**src/rtl/muldiv_pkg.sv**
```systemverilog
// ============================================================================
// Module      : muldiv_pkg
// Description : Shared op encodings, FSM state type and op-decode helpers
//               for the multicycle multiply/divide unit.
// Revision    : 1.0 - initial release
// ============================================================================
`default_nettype none

package muldiv_pkg;

  localparam logic [1:0] MD_MULT  = 2'd0;
  localparam logic [1:0] MD_MULTU = 2'd1;
  localparam logic [1:0] MD_DIV   = 2'd2;
  localparam logic [1:0] MD_DIVU  = 2'd3;

  typedef enum logic [2:0] {
    IDLE = 3'd0,
    PREP = 3'd1,
    RUN  = 3'd2,
    FIX  = 3'd3,
    ZERO = 3'd4
  } md_state_t;

  function automatic logic md_is_signed(input logic [1:0] op);
    return (op == MD_MULT) || (op == MD_DIV);
  endfunction

  function automatic logic md_is_div(input logic [1:0] op);
    return op[1];
  endfunction

endpackage

`default_nettype wire

```
**src/rtl/muldiv_signfix.sv**
```systemverilog
// ============================================================================
// Module      : muldiv_signfix
// Description : Conditional two's-complement negation (combinational).
// Revision    : 1.0 - initial release
// ============================================================================
`default_nettype none

module muldiv_signfix
  import muldiv_pkg::*;
#(
  parameter int WIDTH = 32
) (
  input  logic [WIDTH-1:0] value,
  input  logic             neg,
  output logic [WIDTH-1:0] result
);

  assign result = neg ? (~value + WIDTH'(1)) : value;

endmodule

`default_nettype wire

```
**src/rtl/muldiv_unit.sv**
```systemverilog
// ============================================================================
// Module      : muldiv_unit
// Description : Multicycle shift-add multiplier / restoring divider with
//               HI/LO result registers and start/busy/done handshake.
// Revision    : 1.0 - initial release
// ============================================================================
`default_nettype none

module muldiv_unit
  import muldiv_pkg::*;
#(
  parameter int WIDTH = 32,
  parameter int CNT_W = $clog2(WIDTH)
) (
  input  logic             clk,
  input  logic             reset,
  input  logic             start,
  input  logic [1:0]       op,
  input  logic [WIDTH-1:0] a,
  input  logic [WIDTH-1:0] b,
  input  logic             hi_we,
  input  logic             lo_we,
  input  logic [WIDTH-1:0] wdata,
  output logic             busy,
  output logic             done,
  output logic             div_zero,
  output logic             ovf,
  output logic [WIDTH-1:0] hi,
  output logic [WIDTH-1:0] lo
);

  md_state_t          r_state;
  md_state_t          w_next;
  logic [1:0]         r_op;
  logic [WIDTH-1:0]   r_a;
  logic [WIDTH-1:0]   r_b;
  logic [WIDTH-1:0]   r_m;
  logic [2*WIDTH-1:0] r_acc;
  logic [WIDTH:0]     r_rem;
  logic [CNT_W-1:0]   r_cnt;
  logic               r_qsign;
  logic               r_rsign;
  logic [WIDTH-1:0]   r_hi;
  logic [WIDTH-1:0]   r_lo;
  logic               r_done;
  logic               r_dz;
  logic               r_ovf;

  logic               w_sgn;
  logic               w_div;
  logic               w_fin;
  logic               w_zero;
  logic [WIDTH-1:0]   w_abs_a;
  logic [WIDTH-1:0]   w_abs_b;
  logic [2*WIDTH-1:0] w_prod;
  logic [WIDTH-1:0]   w_quo;
  logic [WIDTH-1:0]   w_rem;
  logic [WIDTH:0]     w_add;
  logic [WIDTH:0]     w_trial;
  logic [WIDTH+1:0]   w_diff;
  logic               w_fits;
  logic               w_mul_ovf;
  logic               w_min_neg;

  assign w_sgn = md_is_signed(r_op);
  assign w_div = md_is_div(r_op);

  muldiv_signfix #(.WIDTH(WIDTH)) u_abs_a (
    .value(r_a), .neg(w_sgn & r_a[WIDTH-1]), .result(w_abs_a));
  muldiv_signfix #(.WIDTH(WIDTH)) u_abs_b (
    .value(r_b), .neg(w_sgn & r_b[WIDTH-1]), .result(w_abs_b));
  muldiv_signfix #(.WIDTH(2*WIDTH)) u_fix_prod (
    .value(r_acc), .neg(r_qsign), .result(w_prod));
  muldiv_signfix #(.WIDTH(WIDTH)) u_fix_quo (
    .value(r_acc[WIDTH-1:0]), .neg(r_qsign), .result(w_quo));
  muldiv_signfix #(.WIDTH(WIDTH)) u_fix_rem (
    .value(r_rem[WIDTH-1:0]), .neg(r_rsign), .result(w_rem));

  // Multiply step: conditionally add multiplicand into the upper half, shift right.
  assign w_add = {1'b0, r_acc[2*WIDTH-1:WIDTH]} + {1'b0, (r_acc[0] ? r_m : '0)};

  // Divide step: restoring subtraction of the divisor from the shifted remainder.
  assign w_trial = {r_rem[WIDTH-1:0], r_acc[WIDTH-1]};
  assign w_diff  = {1'b0, w_trial} - {2'b00, r_m};
  assign w_fits  = r_rem[WIDTH] | ~w_diff[WIDTH+1];

  assign w_mul_ovf = w_sgn ? (w_prod[2*WIDTH-1:WIDTH] != {WIDTH{w_prod[WIDTH-1]}})
                           : (w_prod[2*WIDTH-1:WIDTH] != '0);
  assign w_min_neg = w_sgn && (r_a == {1'b1, {(WIDTH-1){1'b0}}}) && (r_b == '1);

  always_ff @(posedge clk or negedge reset) begin
    if (!reset) r_state <= IDLE;
    else        r_state <= w_next;
  end

  always_comb begin
    w_next = r_state;
    case (r_state)
      IDLE: if (start) w_next = (md_is_div(op) && (b == '0)) ? ZERO : PREP;
      PREP: w_next = RUN;
      RUN:  if (r_cnt == '0) w_next = FIX;
      FIX:  w_next = IDLE;
      ZERO: w_next = IDLE;
      default: w_next = IDLE;
    endcase
  end

  always_comb begin
    busy   = (r_state != IDLE);
    w_fin  = (r_state == FIX) || (r_state == ZERO);
    w_zero = (r_state == ZERO);
  end

  always_ff @(posedge clk or negedge reset) begin
    if (!reset) begin
      r_op    <= '0;
      r_a     <= '0;
      r_b     <= '0;
      r_m     <= '0;
      r_acc   <= '0;
      r_rem   <= '0;
      r_cnt   <= '0;
      r_qsign <= 1'b0;
      r_rsign <= 1'b0;
      r_hi    <= '0;
      r_lo    <= '0;
      r_done  <= 1'b0;
      r_dz    <= 1'b0;
      r_ovf   <= 1'b0;
    end else begin
      r_done <= w_fin;
      r_dz   <= w_zero;
      case (r_state)
        IDLE: begin
          if (start) begin
            r_op  <= op;
            r_a   <= a;
            r_b   <= b;
            r_ovf <= 1'b0;
          end else begin
            if (hi_we) r_hi <= wdata;
            if (lo_we) r_lo <= wdata;
          end
        end
        PREP: begin
          r_qsign <= w_sgn & (r_a[WIDTH-1] ^ r_b[WIDTH-1]);
          r_rsign <= w_sgn & r_a[WIDTH-1];
          r_cnt   <= CNT_W'(WIDTH-1);
          r_rem   <= '0;
          if (w_div) begin
            r_m   <= w_abs_b;
            r_acc <= {{WIDTH{1'b0}}, w_abs_a};
          end else begin
            r_m   <= w_abs_a;
            r_acc <= {{WIDTH{1'b0}}, w_abs_b};
          end
        end
        RUN: begin
          r_cnt <= r_cnt - CNT_W'(1);
          if (w_div) begin
            r_rem              <= w_fits ? w_diff[WIDTH:0] : w_trial;
            r_acc[WIDTH-1:0]   <= {r_acc[WIDTH-2:0], w_fits};
          end else begin
            r_acc <= {w_add, r_acc[WIDTH-1:1]};
          end
        end
        FIX: begin
          if (w_div) begin
            r_hi  <= w_rem;
            r_lo  <= w_quo;
            r_ovf <= w_min_neg;
          end else begin
            r_hi  <= w_prod[2*WIDTH-1:WIDTH];
            r_lo  <= w_prod[WIDTH-1:0];
            r_ovf <= w_mul_ovf;
          end
        end
        default: ;
      endcase
    end
  end

  assign done     = r_done;
  assign div_zero = r_dz;
  assign ovf      = r_ovf;
  assign hi       = r_hi;
  assign lo       = r_lo;

endmodule

`default_nettype wire

```
**config.mk**
```make
export PLATFORM = sky130hd
export DESIGN_NAME = muldiv_unit
export DESIGN_NICKNAME = d
export VERILOG_FILES = /design/src/rtl/muldiv_pkg.sv /design/src/rtl/muldiv_signfix.sv /design/src/rtl/muldiv_unit.sv
export SDC_FILE = /design/constraint.sdc
export NUM_CORES = 1
export LEC_CHECK = 0
export BUFFER_PORTS_ARGS = -buffer_cell sky130_fd_sc_hd__buf_4
export CAP_MARGIN = 0
export CORE_UTILIZATION = 43
export CTS_CLUSTER_SIZE = 16
export DETAILED_ROUTE_END_ITERATION = 7
export HOLD_SLACK_MARGIN = 0.15
export PLACE_DENSITY = 0.66
export SLEW_MARGIN = 30
export SYNTH_ARGS = -nofsm -noshare
export SYNTH_HDL_FRONTEND = slang
export SYNTH_SLANG_ARGS = --single-unit
```
**constraint.sdc**
```tcl
create_clock -name clk -period 8.6 [get_ports clk]
set_input_delay 0.86 -clock clk [delete_from_list [all_inputs] [get_ports clk]]
set_output_delay 0.86 -clock clk [all_outputs]
set_load 0.01 [all_outputs]
```
# [Word-level counts from Yosys, hierarchy flattened]
# Cells that the tools add are included.
# Widths: inputs -> output; s select.
[word_totals] regBits=272 input_bits=103
[op_classes] n_addsub=8 n_eq_ne=15 n_mux=31 bitwise_logic=11 n_reduce_logical=20
[ops] operator="$mux 32" count=15
[ops] operator="$add 32x1->32 const B" count=4
[ops] operator="$not 32->32" count=4
[ops] operator="$pmux 32 s2" count=2
[ops] operator="$pmux 64 s2" count=1
[ops] operator="$mux 33" count=2
[ops] operator="$pmux 33 s2" count=1
[ops] operator="$add 64x1->64 const B" count=1
[ops] operator="$eq 32x32->1 const B" count=2
[ops] operator="$mux 64" count=1
[ops] operator="$not 64->64" count=1
[ops] operator="$sub 33x32->34" count=1
[ops] operator="$add 32x32->33" count=1
[ops] operator="$logic_not 32->1" count=1
[ops] operator="$ne 32x32->1" count=1
[ops] operator="$reduce_bool 32->1" count=1
[ops] operator="$ne 2x2->1 const B" count=7
[ops] operator="$pmux 5 s2" count=1
[ops] operator="$reduce_and 2->1" count=5
[ops] operator="$mux 3" count=3
[ops] operator="$pmux 3 s3" count=1
[ops] operator="$eq 3x2->1 const B" count=2
[ops] operator="$reduce_and 3->1" count=2
[ops] operator="$logic_not 5->1" count=1
[ops] operator="other kinds (16)" count=24

# [Depth between registers and ports, before layout]
[depth] word_depth=7 ltp_mapped=16 mapped_depth_nobuf=14

# [Hierarchy]
# From an unflattened synthesis, not the netlist that was laid out.
[unflattened] hier_cells=2283 hier_area_um2=21379.3
[by_module_without_submodules] mod="muldiv_unit" instances=1 cells_per_inst=1681 area_each_um2=16622.2 seq_area_each_um2=6806.5
[by_module_without_submodules] mod="muldiv_signfix at u_abs_a ..." instances=4 cells_per_inst=99 area_each_um2=777.0 seq_area_each_um2=0.0
[by_module_without_submodules] mod="muldiv_signfix at u_fix_prod" instances=1 cells_per_inst=206 area_each_um2=1649.1 seq_area_each_um2=0.0

# [Worst setup path before layout]
# OpenSTA, ideal clock, no wires.
[synth_timing] path_kind="register to register" startpoint="register r_acc[0]" endpoint="register r_ovf, in the netlist ovf" t_arrival_ns=3.645 required_ns=8.482 setup_slack_ns=4.837 stages_incl_launch_ff=17 n_path_buf=4 period_less_slack_ns=3.763 path_cell_list="dfrtp_1 clkbuf_1 inv_1 clkbuf_1 ha_1 nor3b_1 nand4_1 or3_1 clkbuf_1 clkbuf_1 o41ai_1 xnor2_1 nor4_1 nand4b_1 nor4_1 a21oi_1 a21o_1"
[synth_via] elab_chain_len=7
[synth_lines] element="start: declaration" line="muldiv_unit.sv:38" text="logic [2*WIDTH-1:0] r_acc;"
[synth_lines] element="start signal: assignment" line="muldiv_unit.sv:152" text="r_acc <= {{WIDTH{1'b0}}, w_abs_a};"
[synth_lines] element="start signal: assignment" line="muldiv_unit.sv:155" text="r_acc <= {{WIDTH{1'b0}}, w_abs_b};"
[synth_lines] element="start signal: indexed assignment" line="muldiv_unit.sv:162" text="r_acc[WIDTH-1:0] <= {r_acc[WIDTH-2:0], w_fits};"
[synth_lines] element="$not 64->64 *" line="muldiv_signfix.sv:18" text="assign result = neg ? (~value + WIDTH'(1)) : value;"
[synth_lines] element="$add 64x1->64 *" line="muldiv_signfix.sv:18"
[synth_lines] element="$mux 64 *" line="muldiv_signfix.sv:18"
[synth_lines] element="$ne 32x32->1 or $reduce_bool 32->1 (tied branches)" line="muldiv_unit.sv:87, muldiv_unit.sv:88"
[synth_lines] element="$mux 1 *" line="muldiv_unit.sv:87" text="assign w_mul_ovf = w_sgn ? (w_prod[2*WIDTH-1:WIDTH] != {WIDTH{w_prod[WIDTH-1]}})"
[synth_lines] element="$mux 1 *" line="muldiv_unit.sv:168" text="if (w_div) begin"
[synth_lines] element="$pmux 1 s2 *" line="muldiv_unit.sv:133" text="case (r_state)"
[synth_lines] element="end signal: assignment" line="muldiv_unit.sv:171" text="r_ovf <= w_min_neg;"
[synth_lines] element="end signal: assignment" line="muldiv_unit.sv:175" text="r_ovf <= w_mul_ovf;"
[synth_lines] element="end: declaration" line="muldiv_unit.sv:47" text="logic r_ovf;"
# Every way passes the cells marked *; elsewhere a longest branch is shown, timed or not.
# A chain may end at the register's enable or synchronous reset.

# [Worst setup path after layout]
# Same ends and word-level chain as after synthesis.

==> results.toml <==
[run_status]
outcome = "finished, final reports clean"

[route]
via_count = 17900
routed_wl_mm = 65.9
via_per_inst = 6.01
firstDrtPassIters = 7
final_antenna_net_count = 0
wl_per_cell_um = 22.1
remaining_drc_errors = 0
drt_iter0_drc = 1928

[yosys]
yosys_most_used_dff = "dfrtp_1"
yosysUniqueCellTypes = 73
synth_area_um2 = 19400
synth-seq-area-share = 0.350
ys_top_cells_by_count = "dfrtp_1, o21ai_0, nand2_1"
yosys-top-cells-area = "dfrtp_1, o21ai_0, xor2_1"
yosysMostFrequentCell = "dfrtp_1"
synth_edf_count = 0
async_reset_ff_frac = 1.00
ys_ff_latch = 272
post-synth-top-area-cell = "dfrtp_1"
yosysWarnings = 0
syn_nets = 2476
synth_top_area_share = 0.350
synth.avg_cell_area_um2 = 8.45
syn_inst = 2300

[critical_path]
slowest_delay_ns = 0.76
worst_ep_arrival_time_ns = 4.94
worstPathRequired_ns = 9.08
reg2reg_depth = 12
crit_chain = "inv_2 > ha_1 > nor3b_1 > nand4_1 > or3_1 > o41ai_1 > xor2_1 > o2bb2ai_1 > a2111oi_0 > and4_1 > o211ai_1 > a21o_1"
cp-start-kind = "register"
crit_slowest_cell = "or3_1"
cp.buffers_inverters = 1
critPathTopFamily = "simple AND/OR/NAND/NOR gates"
worst-path-stages = 12
endpoint_kind = "register"
critPathMaxFanout = 31
worstSetupPathType = "reg -> reg"

[worst_hold_path]
min_path_type = "in -> async"

[place]
dp_hpwl_mm = 50.1
numPortBuffers = 170
place_congestion = 0.959

[cells_and_area]
fillCellCount = 4287
area_growth_pct = 13.8
antenna_cells = 0
seq_area_um2 = 6810
drive_gt1_frac = 0.139
final_nets = 2543
multi_input_comb_area_um2 = 11800

[floorplan]
start_util = 0.437
core-area_um2 = 44400
row_count = 77
die_w_um = 215
die_h_um = 215
die_area_um2 = 46000
pin_count = 171

[power_and_ir_drop]
ir_drop_mv = 0.197
pwr-share-clk = 0.141
seq_power_share = 0.277
intPower_mw = 4.86
total_power_mw = 9.65
power_switching_mw = 4.78
p_leak_nw = 9.46
combPwrFrac = 0.582
power_density_nw_per_um2 = 436
swShare = 0.496

[clocking]
cts_buffers = 31
numClockSinks = 272
cts_resized = 0
postCtsSetupRepairBufs = 0
cts-hold-fix-buffers = 0
cts_root_buf = "clkbuf_16"
clk_latency_ns = 0.59
htreeDepth = 1
cts_tree = "done"
clock_path_buffers = 3
path_clk_slew_ns = 0.07

[timing]
worst_slew_pin_slew_ns = 0.953
setup_viol = 0
rsz0062_at_grt = "no"
slew_headroom = 0.356
timing.final.crit_share = 0.519
drv_slew = 0
max_clock_freq_ghz = 0.224
skew_ns = 0.0163
hold_violations = 0
worst_hold_slack_ns = 0.312
final.setup.tns_ns = 0
fin_crit_ns = 4.46

[grt]
antenna_found_initial = 0
overflow = 0
grt_usage = 0.283
grt_first_pass_wirelength_mm = 102
grt_pass1_vias = 16800
grt_max_degree = 180

[flow_run]
cap_violations = 0
==> stage by stage <==
| stage | instances | area (µm²) | util | setup slack (ns) |
|---|---|---|---|---|
| 2_1_floorplan | 2300 | 19400 | - | 4.84 |
| 3_3_place_gp | 2925 | 21000 | 0.474 | 3.91 |
| 3_5_place_dp | 2925 | 21000 | 0.474 | 3.89 |
| 4_1_cts | 2978 | 22100 | 0.497 | 3.88 |
| 5_1_grt | 2979 | 22100 | 0.498 | 3.82 |
| 6_report | 2979 | 22100 | 0.498 | 4.14 |
==> power by group through the flow <==
stage	sequential, mW	combinational (mW)	clock (mW)
2_1_floorplan	2.37	4.00	0
3_3_place_gp	2.64	5.46	0
3_5_place_dp	2.67	5.54	0
4_1_cts	2.65	5.56	1.38
5_1_grt	2.76	6.15	1.43
6_report	2.68	5.61	1.36
==> metal layers <==
metal	GRT usage	part of all wire	vias up	wire length, µm
met5	0	0	-	0
met4	0.0695	0.027	0	1810
met3	0.0356	0.070	89	4610
met2	0.447	0.45	656	29700
met1	0.410	0.45	8684	29800
li1	-	-	8488	-
==> area by class of cell <==
cell class / instances / area share
clock buffers: 44 / 0.0391
clock inverters: 9 / 0.00673
inverters: 70 / 0.0119
multi-input cells: 1802 / 0.534
flip-flops and latches: 272 / 0.308
well taps: 592 / 0.0335
repair buffers: 190 / 0.0663
==> state kept, by name, summed over array words and instances (netlist names) <==
name	cells
div_zero	1
done	1
hi	32
lo	32
ovf	1
r_a	32
r_acc	64
r_b	32
r_cnt	5
r_m	32
r_op	2
r_qsign	1
r_rem	33
r_rsign	1
r_state	3
==> cells in the final DEF (no fill, tap or decap), types with 68 or more instances in the layout <==
| master | Yosys | final |
|---|---|---|
| xor2_1 | 110 | 110 |
| inv_1 | 69 | 68 |
| a211oi_1 | 92 | 92 |
| nand2_1 | 205 | 202 |
| buf_4 | 0 | 187 |
| nand3_1 | 73 | 73 |
| nor2_1 | 192 | 191 |
| xnor2_1 | 95 | 95 |
| dfrtp_1 | 272 | 270 |
| a21oi_1 | 189 | 189 |
| o21ai_0 | 211 | 211 |
| ha_1 | 71 | 71 |
==> cell families after synthesis <==
family                   Yosys count  share of synthesized area
XOR/XNOR                         205                     0.0924
multiplexers                     117                     0.0643
AO/OA/AOI/OAI                    718                      0.231
flip-flops                       272                      0.350
adder cells (fa/ha/maj)           73                     0.0478
buffers and inverters            226                     0.0439
AND/OR/NAND/NOR                  689                      0.170
==> path summary, 6_finish.rpt <==
path	from	endpoint	slack, ns
max	r_acc[0]	ovf	4.14
min	reset	r_m[31]	0.31
max reg2reg	r_acc[0]	ovf	4.14
min reg2reg	lo[29]	lo[29]	0.48
max in group asynchronous	reset	r_rem[1]	6.81
min in group clk	lo[29]	lo[29]	0.48
Power figures use the tool's default switching activity.
